[config.mk]
export PLATFORM = sky130hd
export DESIGN_NAME = servant_boot_ctrl_flat
export DESIGN_NICKNAME = d
export VERILOG_FILES = /design/src/rtl/servant_boot_ctrl_if.sv /design/src/rtl/servant_boot_ctrl.sv /design/src/flat_wrapper.sv
export SDC_FILE = /design/constraint.sdc
export NUM_CORES = 1
export LEC_CHECK = 0
export CORE_AREA = 4 4 138 166
export DETAILED_ROUTE_END_ITERATION = 10
export DIE_AREA = 0 0 142 170
export PLACE_DENSITY = 0.55
export SYNTH_ARGS = -nofsm -noshare
export SYNTH_HDL_FRONTEND = slang
export SYNTH_SLANG_ARGS = --single-unit
[constraint.sdc]
create_clock -name wb_clk -period 8.3 [get_ports wb_clk]
set_clock_uncertainty 0.15 [all_clocks]
set_input_delay 2.49 -clock wb_clk [delete_from_list [all_inputs] [get_ports wb_clk]]
set_output_delay 2.49 -clock wb_clk [all_outputs]
set_load 0.02 [all_outputs]
[src/rtl/servant_boot_ctrl_if.sv]
// Bundle for the boot controller's byte-stream and Wishbone write port.
// The controller uses the master modport. The byte source and the RAM-side
// slave use the slave modport. Signal names follow the controller's view.
interface servant_boot_ctrl_if;
  logic [7:0]  i_rx_data;
  logic        i_rx_valid;
  logic        o_rx_ready;
  logic [31:0] o_wb_adr;
  logic [31:0] o_wb_dat;
  logic [3:0]  o_wb_sel;
  logic        o_wb_we;
  logic        o_wb_cyc;
  logic        i_wb_ack;

  modport master (
    input  i_rx_data, i_rx_valid, i_wb_ack,
    output o_rx_ready, o_wb_adr, o_wb_dat, o_wb_sel, o_wb_we, o_wb_cyc
  );

  modport slave (
    output i_rx_data, i_rx_valid, i_wb_ack,
    input  o_rx_ready, o_wb_adr, o_wb_dat, o_wb_sel, o_wb_we, o_wb_cyc
  );
endinterface

[src/rtl/servant_boot_ctrl.sv]
// Boot sequencer for servant. It keeps the CPU in reset and receives a
// length-prefixed byte image. It packs the image into 32-bit words and writes
// them to RAM over Wishbone. After a fixed settle time it releases the CPU.
// All outputs come from registers. Each one is computed from the next state,
// so an output changes on the same edge as the state transition that causes it.
module servant_boot_ctrl #(
  parameter int memsize  = 8192,
  parameter int rst_hold = 64
) (
  input  logic                  wb_clk,
  input  logic                  wb_rst_n,
  servant_boot_ctrl_if.master   bus,
  output logic                  o_cpu_rst,
  output logic                  o_done,
  output logic                  o_err
);

  localparam int              AW        = $clog2(memsize);
  localparam logic [AW-1:0]   ADR_STEP  = AW'(4);
  localparam logic [31:0]     MEM_BYTES = 32'(memsize);
  localparam logic [15:0]     HOLD_LAST = 16'(rst_hold - 1);

  typedef enum logic [2:0] {
    S_LEN   = 3'd0,
    S_DATA  = 3'd1,
    S_WRITE = 3'd2,
    S_HOLD  = 3'd3,
    S_RUN   = 3'd4,
    S_ERR   = 3'd5
  } state_t;

  state_t          state_q, state_d;
  logic [31:0]     len_q, len_d;
  logic [31:0]     cnt_q, cnt_d;
  logic [AW-1:0]   adr_q, adr_d;
  logic [31:0]     dat_q, dat_d;
  logic [3:0]      sel_q, sel_d;
  logic [15:0]     hold_q, hold_d;
  logic            rx_ready_q, rx_ready_d;
  logic            cyc_q, cyc_d;
  logic            cpu_rst_q, cpu_rst_d;
  logic            done_q, done_d;
  logic            err_q, err_d;

  logic            rx_fire_s;
  logic            ack_s;
  logic [1:0]      lane_s;
  logic [32:0]     cnt_inc_s;

  // A byte moves only when the registered ready is high. An ack counts only in WRITE.
  assign rx_fire_s = bus.i_rx_valid & rx_ready_q;
  assign ack_s     = bus.i_wb_ack & (state_q == S_WRITE);
  assign lane_s    = cnt_q[1:0];
  assign cnt_inc_s = {1'b0, cnt_q} + 33'd1;

  // Next-state logic: length capture, word packing, write handshake, settle counter.
  always_comb begin
    state_d = state_q;
    len_d   = len_q;
    cnt_d   = cnt_q;
    adr_d   = adr_q;
    dat_d   = dat_q;
    sel_d   = sel_q;
    hold_d  = hold_q;

    case (state_q)
      S_LEN: begin
        if (rx_fire_s) begin
          len_d[{lane_s, 3'b000} +: 8] = bus.i_rx_data;
          if (lane_s == 2'd3) begin
            // The counter is reused from length bytes to image bytes.
            cnt_d  = 32'd0;
            hold_d = 16'd0;
            if (len_d == 32'd0) begin
              state_d = S_HOLD;
            end else if (len_d > MEM_BYTES) begin
              state_d = S_ERR;
            end else begin
              state_d = S_DATA;
            end
          end else begin
            cnt_d = cnt_inc_s[31:0];
          end
        end else begin
          state_d = S_LEN;
        end
      end

      S_DATA: begin
        if (rx_fire_s) begin
          dat_d[{lane_s, 3'b000} +: 8] = bus.i_rx_data;
          sel_d[lane_s]                = 1'b1;
          cnt_d                        = cnt_inc_s[31:0];
          if ((lane_s == 2'd3) || (cnt_inc_s == {1'b0, len_q})) begin
            state_d = S_WRITE;
          end else begin
            state_d = S_DATA;
          end
        end else begin
          state_d = S_DATA;
        end
      end

      S_WRITE: begin
        if (ack_s) begin
          adr_d  = adr_q + ADR_STEP;
          dat_d  = 32'd0;
          sel_d  = 4'd0;
          hold_d = 16'd0;
          if (cnt_q == len_q) begin
            state_d = S_HOLD;
          end else begin
            state_d = S_DATA;
          end
        end else begin
          state_d = S_WRITE;
        end
      end

      S_HOLD: begin
        if (hold_q == HOLD_LAST) begin
          state_d = S_RUN;
        end else begin
          hold_d = hold_q + 16'd1;
        end
      end

      S_RUN:   state_d = S_RUN;
      S_ERR:   state_d = S_ERR;
      default: state_d = S_ERR;
    endcase
  end

  // Registered outputs are derived from the state being entered.
  always_comb begin
    rx_ready_d = (state_d == S_LEN) || (state_d == S_DATA);
    cyc_d      = (state_d == S_WRITE);
    cpu_rst_d  = (state_d != S_RUN);
    done_d     = (state_d == S_RUN);
    err_d      = (state_d == S_ERR);
  end

  // State and output registers, with synchronous active-low reset.
  always_ff @(posedge wb_clk) begin
    if (!wb_rst_n) begin
      state_q    <= S_LEN;
      len_q      <= 32'd0;
      cnt_q      <= 32'd0;
      adr_q      <= '0;
      dat_q      <= 32'd0;
      sel_q      <= 4'd0;
      hold_q     <= 16'd0;
      rx_ready_q <= 1'b0;
      cyc_q      <= 1'b0;
      cpu_rst_q  <= 1'b1;
      done_q     <= 1'b0;
      err_q      <= 1'b0;
    end else begin
      state_q    <= state_d;
      len_q      <= len_d;
      cnt_q      <= cnt_d;
      adr_q      <= adr_d;
      dat_q      <= dat_d;
      sel_q      <= sel_d;
      hold_q     <= hold_d;
      rx_ready_q <= rx_ready_d;
      cyc_q      <= cyc_d;
      cpu_rst_q  <= cpu_rst_d;
      done_q     <= done_d;
      err_q      <= err_d;
    end
  end

  assign bus.o_rx_ready = rx_ready_q;
  assign bus.o_wb_adr   = {{(32-AW){1'b0}}, adr_q};
  assign bus.o_wb_dat   = dat_q;
  assign bus.o_wb_sel   = sel_q;
  assign bus.o_wb_we    = cyc_q;
  assign bus.o_wb_cyc   = cyc_q;
  assign o_cpu_rst      = cpu_rst_q;
  assign o_done         = done_q;
  assign o_err          = err_q;

endmodule
[src/flat_wrapper.sv]
// flat-port wrapper written by rule: the top's interface ports become plain ports
module servant_boot_ctrl_flat 
#(
  parameter int memsize  = 8192,
  parameter int rst_hold = 64
)
  (wb_clk, wb_rst_n, o_cpu_rst, o_done, o_err, bus_i_rx_data, bus_i_rx_valid, bus_i_wb_ack, bus_o_rx_ready, bus_o_wb_adr, bus_o_wb_dat, bus_o_wb_sel, bus_o_wb_we, bus_o_wb_cyc);
  servant_boot_ctrl_if bus_i ();
  input  logic wb_clk;
  input  logic wb_rst_n;
  output logic o_cpu_rst;
  output logic o_done;
  output logic o_err;
  input wire logic [$bits(bus_i.i_rx_data)-1:0] bus_i_rx_data;
  input wire logic [$bits(bus_i.i_rx_valid)-1:0] bus_i_rx_valid;
  input wire logic [$bits(bus_i.i_wb_ack)-1:0] bus_i_wb_ack;
  output wire logic [$bits(bus_i.o_rx_ready)-1:0] bus_o_rx_ready;
  output wire logic [$bits(bus_i.o_wb_adr)-1:0] bus_o_wb_adr;
  output wire logic [$bits(bus_i.o_wb_dat)-1:0] bus_o_wb_dat;
  output wire logic [$bits(bus_i.o_wb_sel)-1:0] bus_o_wb_sel;
  output wire logic [$bits(bus_i.o_wb_we)-1:0] bus_o_wb_we;
  output wire logic [$bits(bus_i.o_wb_cyc)-1:0] bus_o_wb_cyc;
  assign bus_i.i_rx_data = bus_i_rx_data;
  assign bus_i.i_rx_valid = bus_i_rx_valid;
  assign bus_i.i_wb_ack = bus_i_wb_ack;
  assign bus_o_rx_ready = bus_i.o_rx_ready;
  assign bus_o_wb_adr = bus_i.o_wb_adr;
  assign bus_o_wb_dat = bus_i.o_wb_dat;
  assign bus_o_wb_sel = bus_i.o_wb_sel;
  assign bus_o_wb_we = bus_i.o_wb_we;
  assign bus_o_wb_cyc = bus_i.o_wb_cyc;
  servant_boot_ctrl #(.memsize(memsize), .rst_hold(rst_hold)) u_core (.wb_clk(wb_clk), .wb_rst_n(wb_rst_n), .bus(bus_i), .o_cpu_rst(o_cpu_rst), .o_done(o_done), .o_err(o_err));
endmodule
== After elaboration in Yosys (flattened, before gate mapping) ==
Index checks and enable logic that the tools add are counted.

* Register bits: 137
* Input bits: 12
* Output and inout port bits: 74
* Logic and storage cells: 85

* $add $sub $neg: 4
* $lt $le $gt $ge: 3
* Equality and inequality tests: 18
* Shift-type cells: 2
* Mux-type cells: 29
* Bitwise logic cells: 3
* Reduce and logical (&&, ||, !) cells: 14

{| class="wikitable"
|+ Operators with widths
! cell !! count
|-
| $mux W32 || 5
|-
| $pmux W32 S2 || 2
|-
| $bwmux W32 || 2
|-
| $mux W16 || 4
|-
| $pmux W16 S3 || 1
|-
| $add A32 B1 Y33 const B || 1
|-
| $eq A33 B32 Y1 || 1
|-
| $eq A32 B32 Y1 || 1
|-
| $gt A32 B14 Y1 const B || 1
|-
| $logic_not A32 Y1 || 1
|-
| $shift A8 B7 Y32 const A || 1
|-
| $shiftx A8 B7 Y32 || 1
|-
| $add A16 B1 Y16 const B || 1
|-
| $eq A16 B6 Y1 const B || 1
|-
| $mux W3 || 5
|-
| $pmux W3 S5 || 1
|-
| $add A13 B3 Y13 const B || 1
|-
| $eq A3 B2 Y1 const B || 3
|-
| $eq A3 B3 Y1 const B || 3
|-
| $mux W2 || 4
|-
| $mux W4 || 2
|-
| $ne A2 B1 Y1 const B || 4
|-
| $pmux W4 S2 || 1
|-
| $neg A5 Y7 || 1
|-
| other kinds (18) || 25
|}

== Depth between registers and ports, before layout ==
* Depth in word-level cells: 11
* Gate-level depth with buffers: 12
* Depth with buffers taken out: 11

== Worst setup path before layout ==
Ideal clock, no wire load.

* Path kind: input port to flip-flop
* Start point: input port bus_i_rx_data[3]
* End point: register u_core.state_q[2]
* Setup time: 0.117 ns
* Arrival: 4.221 ns
* Data required time: 8.033 ns
* Path slack: 3.812 ns
* Stages on the path: 9
* Buffers on the path: 1
* Cells stage by stage: clkbuf_1 -> nor3_1 -> a21oi_1 -> or3_1 -> nor4_1 -> o21ai_0 -> a31oi_1 -> nand2b_1 -> inv_1

* Cells in the longest elaborated chain, start to end: 8
* Elaborated cells on any way between the ends: 9
* Those cells by class: order compare (1); shift (1); mux (6); reduce/logical (1)

{| class="wikitable"
|+ Ends and longest elaborated chain
! element !! RTL line !! RTL
|-
| from (decl) || flat_wrapper.sv:14 || <nowiki>input wire logic [$bits(bus_i.i_rx_data)-1:0] bus_i_rx_data;</nowiki>
|-
| $shiftx A8 B7 Y32 * || servant_boot_ctrl.sv:69 || <nowiki>len_d[{lane_s, 3'b000} +: 8] = bus.i_rx_data;</nowiki>
|-
| $bwmux W32 * || servant_boot_ctrl.sv:69 ||
|-
| $gt A32 B14 Y1 || servant_boot_ctrl.sv:76 || <nowiki>end else if (len_d > MEM_BYTES) begin</nowiki>
|-
| $mux W3 || servant_boot_ctrl.sv:76 ||
|-
| $mux W3 * || servant_boot_ctrl.sv:74 || <nowiki>if (len_d == 32'd0) begin</nowiki>
|-
| $mux W3 * || servant_boot_ctrl.sv:70 || <nowiki>if (lane_s == 2'd3) begin</nowiki>
|-
| $mux W3 * || servant_boot_ctrl.sv:68 || <nowiki>if (rx_fire_s) begin</nowiki>
|-
| $pmux W3 S5 * || servant_boot_ctrl.sv:66 || <nowiki>case (state_q)</nowiki>
|-
| to (signal assigned) || servant_boot_ctrl.sv:159 || <nowiki>state_q <= state_d;</nowiki>
|-
| to (decl) || servant_boot_ctrl.sv:32 || <nowiki>state_t state_q, state_d;</nowiki>
|}

Mark *: on every way between the ends. The rest lies on a longest branch, timed or not.
A chain may end at the register's enable or synchronous reset.

== Final worst setup path ==
* Start point: input port bus_i_rx_data[3]
* End point: register u_core.cpu_rst_q, in the netlist u_core.o_cpu_rst

* Cells in the longest elaborated chain, start to end: 9
* Elaborated cells on any way between the ends: 10
* Those cells by class: order compare (1); eq/ne (1); shift (1); mux (6); reduce/logical (1)

{| class="wikitable"
|+ Ends and longest elaborated chain
! element !! RTL line !! RTL
|-
| $shiftx A8 B7 Y32 * || servant_boot_ctrl.sv:69 ||
|-
| $bwmux W32 * || servant_boot_ctrl.sv:69 ||
|-
| $gt A32 B14 Y1 || servant_boot_ctrl.sv:76 ||
|-
| $mux W3 || servant_boot_ctrl.sv:76 ||
|-
| $mux W3 * || servant_boot_ctrl.sv:74 ||
|-
| $mux W3 * || servant_boot_ctrl.sv:70 ||
|-
| $mux W3 * || servant_boot_ctrl.sv:68 ||
|-
| $pmux W3 S5 * || servant_boot_ctrl.sv:66 ||
|-
| $ne A3 B3 Y1 * || servant_boot_ctrl.sv:138 || <nowiki>cpu_rst_d = (state_d != S_RUN);</nowiki>
|-
| to (signal assigned) || servant_boot_ctrl.sv:168 || <nowiki>cpu_rst_q <= cpu_rst_d;</nowiki>
|-
| to (decl) || servant_boot_ctrl.sv:41 || <nowiki>logic cpu_rst_q, cpu_rst_d;</nowiki>
|}

Marks and branches as above.

==> results.ini <==
[final_layout]
nFillCells = 2177
fin_cells = 1196
final_common_cell = dfxtp_1
finalInstanceArea_mm2 = 0.00860
area_growth_pct = 17.1
drive_gt1_frac = 0.0510
final_nets = 934
final_cell_mix = dfxtp_1 (135), nor2b_1 (79), nor2_1 (77)
n_antenna_cell = 0

[clock_tree]
post_cts_buffers = 0
cts_hold_buf = 0
h-tree-depth = 4
clk_root_buffer_cell = clkbuf_16
clock_path_buffers = 2
cts_resized = 0
cts_buffers = 17
cts_sinks = 135
worstSkewPairLatency_ns = 0.43
tritoncts = done
path_clk_slew_ns = 0.06

[floorplanning]
ios = 86
initial_utilization = 0.342
die_x_um = 142
row_count = 59
chipHeight_um = 170
die_area_mm2 = 0.0241
core-area_mm2 = 0.0215

[global_routing]
grt_antenna_before_repair = 0
grt_max_degree = 95
grt_pass1_vias = 6237
overflow = 0
grt_pass1_wl_um = 35500
track_usage = 0.186

[timing]
hold_viol_final = 0
max-slew-margin-rel = 0.404
post-route-min-period_ns = 4.97
timing.hold.ws_ns = 0.330
period_share = 0.599
tightest_slew_ns = 0.890
rsz0062_at_grt = no
fin_setup_tns_ns = 0
setup_viol = 0
max_clock_freq_ghz = 0.201
drv_slew = 0

[power]
p_leak_nw = 2.94
design_power_total_w = 0.00145
p_per_area_mw_per_mm2 = 169
ir_drop_v = 0.000121

[logic_synthesis]
synth_largest_area_cell = dfxtp_1
yosysTopAreaCellShare = 0.368
postSynthAreaPerCell_um2 = 8.36
synth_edf_count = 0
ys_ff_latch = 135
syn_area_mm2 = 0.00735
synthArstFlopShare = 0
yosysSeqAreaShare = 0.368
synthTopCellsByArea = dfxtp_1 (37%), nor2b_1 (6.7%), a22oi_1 (6.5%)
synth.distinct_cells = 61
synthFlopType = dfxtp_1
yosysWarnings = 0
postSynthCellCount = 879

[worst_setup_path]
worstPathCellList = clkdlybuf4s50_1, nor3_1, a21oi_1, or3_1, nor4_1, o21ai_0, a31oi_1, nand2b_1, inv_1, nand2_1
reg2reg_from = u_core.cnt_q[0]$_SDFFE_PN0P_
critPathMaxFanout = 10
start_kind = input port
reg2reg_depth = 9
cpPeakStageDelay_ns = 0.66
regToRegSetupSlack_ns = 3.98
critPathCaptureType = flip-flop
critPathBufInv = 2
r2r_end = u_core.bus.o_wb_cyc$_SDFF_PN0_
cp.arrival_ns = 5.19
crit_type = in -> reg
worstPathRequired_ns = 8.52
critPathTopFamily = simple AND/OR/NAND/NOR gates
critPathSlowestCell = clkdlybuf4s50_1

[drt]
drtIter0Drc = 422
drtPass1Iterations = 5
wl_met1_um = 9920
met2WireLength_um = 10800
routed-wl-met3_um = 879
drt_wl_total_um = 22300
top_layer = met4
postRouteAntennaNets = 0
wl_per_cell_um = 18.7
route.detailed.drc = 0
via_per_inst = 5.44
dr_total_vias = 6507

[place]
dpl.cell_count = 1166
placed_cell_area_mm2 = 0.00806
dp_hpwl_um = 16100
globalplace.congestion = 0.950
port_buffers = 64

[hold_path]
hp-class = reg -> reg
holdPathEnd = u_core.bus.o_wb_sel[2]$_SDFFE_PN0P_
worstHoldStart = u_core.bus.o_wb_sel[2]$_SDFFE_PN0P_
whs_path_depth = 2

[run_status]
status = complete, no violations

[run]
drv_cap = 0

-- flip-flops by register name (all words and copies together) (netlist names), 3 cells and up --
name / cells
u_core.adr_q: 11
u_core.hold_q: 16
u_core.bus.o_wb_dat: 32
u_core.cnt_q: 32
u_core.bus.o_wb_sel: 4
u_core.state_q: 3
u_core.len_q: 32
-- worst max-delay path by stage --
stage                     start                           end  slack (ns)  cells past startpoint
2_1_floorplan  bus_i_rx_data[3]  u_core.state_q[2]$_SDFF_PN0_        3.81                      9
3_3_place_gp   bus_i_rx_data[3]   u_core.o_cpu_rst$_SDFF_PN1_        2.94                     10
3_5_place_dp   bus_i_rx_data[3]   u_core.o_cpu_rst$_SDFF_PN1_        2.91                     10
4_1_cts        bus_i_rx_data[3]   u_core.o_cpu_rst$_SDFF_PN1_        3.35                     10
5_1_grt        bus_i_rx_data[3]   u_core.o_cpu_rst$_SDFF_PN1_        3.17                     10
6_report       bus_i_rx_data[3]   u_core.o_cpu_rst$_SDFF_PN1_        3.33                     10
-- worst reg2reg max path, stage by stage, from the launching register on --
cell	delay (ns)
dfxtp_1	0.71
ha_1	0.42
nand3_1	0.45
or4_1	0.81
or3_4	0.46
o21ai_1	0.27
o2111a_1	0.27
nand4_1	0.22
a41oi_2	0.36
nor2b_1	0.15
-- through the flow --
stage          utilization  setup WS (ns)
2_1_floorplan            -           3.81
3_3_place_gp         0.375           2.94
3_5_place_dp         0.375           2.91
4_1_cts              0.400           3.35
5_1_grt              0.400           3.17
6_report             0.400           3.33
-- cell type report --
cell class / count / area [um^2] / share of cell area
Multi-Input combinational cell: 680 / 4300 / 0.500
Sequential cell: 135 / 2700 / 0.314
Timing Repair Buffer: 70 / 681 / 0.0791
Clock buffer: 19 / 443 / 0.0515
Tap cell: 274 / 343 / 0.0399
Clock inverter: 11 / 103 / 0.0119
Inverter: 7 / 26.3 / 0.00305
-- cells by family (layout without fill, tap and decap cells) --
kind of cell,Yosys count,in the layout,share of synthesized area
compound gates,171,171,0.160
xor+xnor,78,78,0.0930
fa+ha+maj,11,11,0.0187
buf+inv,84,107,0.0567
flops,135,135,0.368
mux,4,4,0.00545
other cells,1,21,0.000510
simple gates,395,395,0.298
-- metal layers --
| layer | vias up | GRT usage |
|---|---|---|
| li1 | 3183 | - |
| met1 | 3090 | 0.234 |
| met2 | 188 | 0.314 |
| met3 | 46 | 0.0309 |
| met4 | 0 | 0.0793 |
| met5 | - | 0 |
-- cells in the mapped netlist (all sizes together), types with 3 or more instances --
cell type,n
dfxtp,135
nor2b,79
nor2,77
a22oi,64
nand2,55
clkbuf,40
xnor2,39
xor2,39
buf,37
a21oi,34
nand4,32
nor4,30
nand3,27
o21ai,22
nor3,18
and2,16
and3,14
or3,14
ha,11
a21boi,9
or4,8
and4,7
inv,7
a31oi,5
o211ai,5
o31ai,5
mux2i,4
nand2b,4
a31o,3
nor3b,3
nor4b,3
o21a,3
o22ai,3
-- power by group --
| group | leakage [nW] | internal, W | switching [W] |
|---|---|---|---|
| logic | 1.59 | 0.0000279 | 0.0000537 |
| registers | 1.09 | 0.000651 | 0.00000633 |
| clock network | 0.261 | 0.000416 | 0.000298 |
Note: power is estimated with default switching activity, not from simulation.
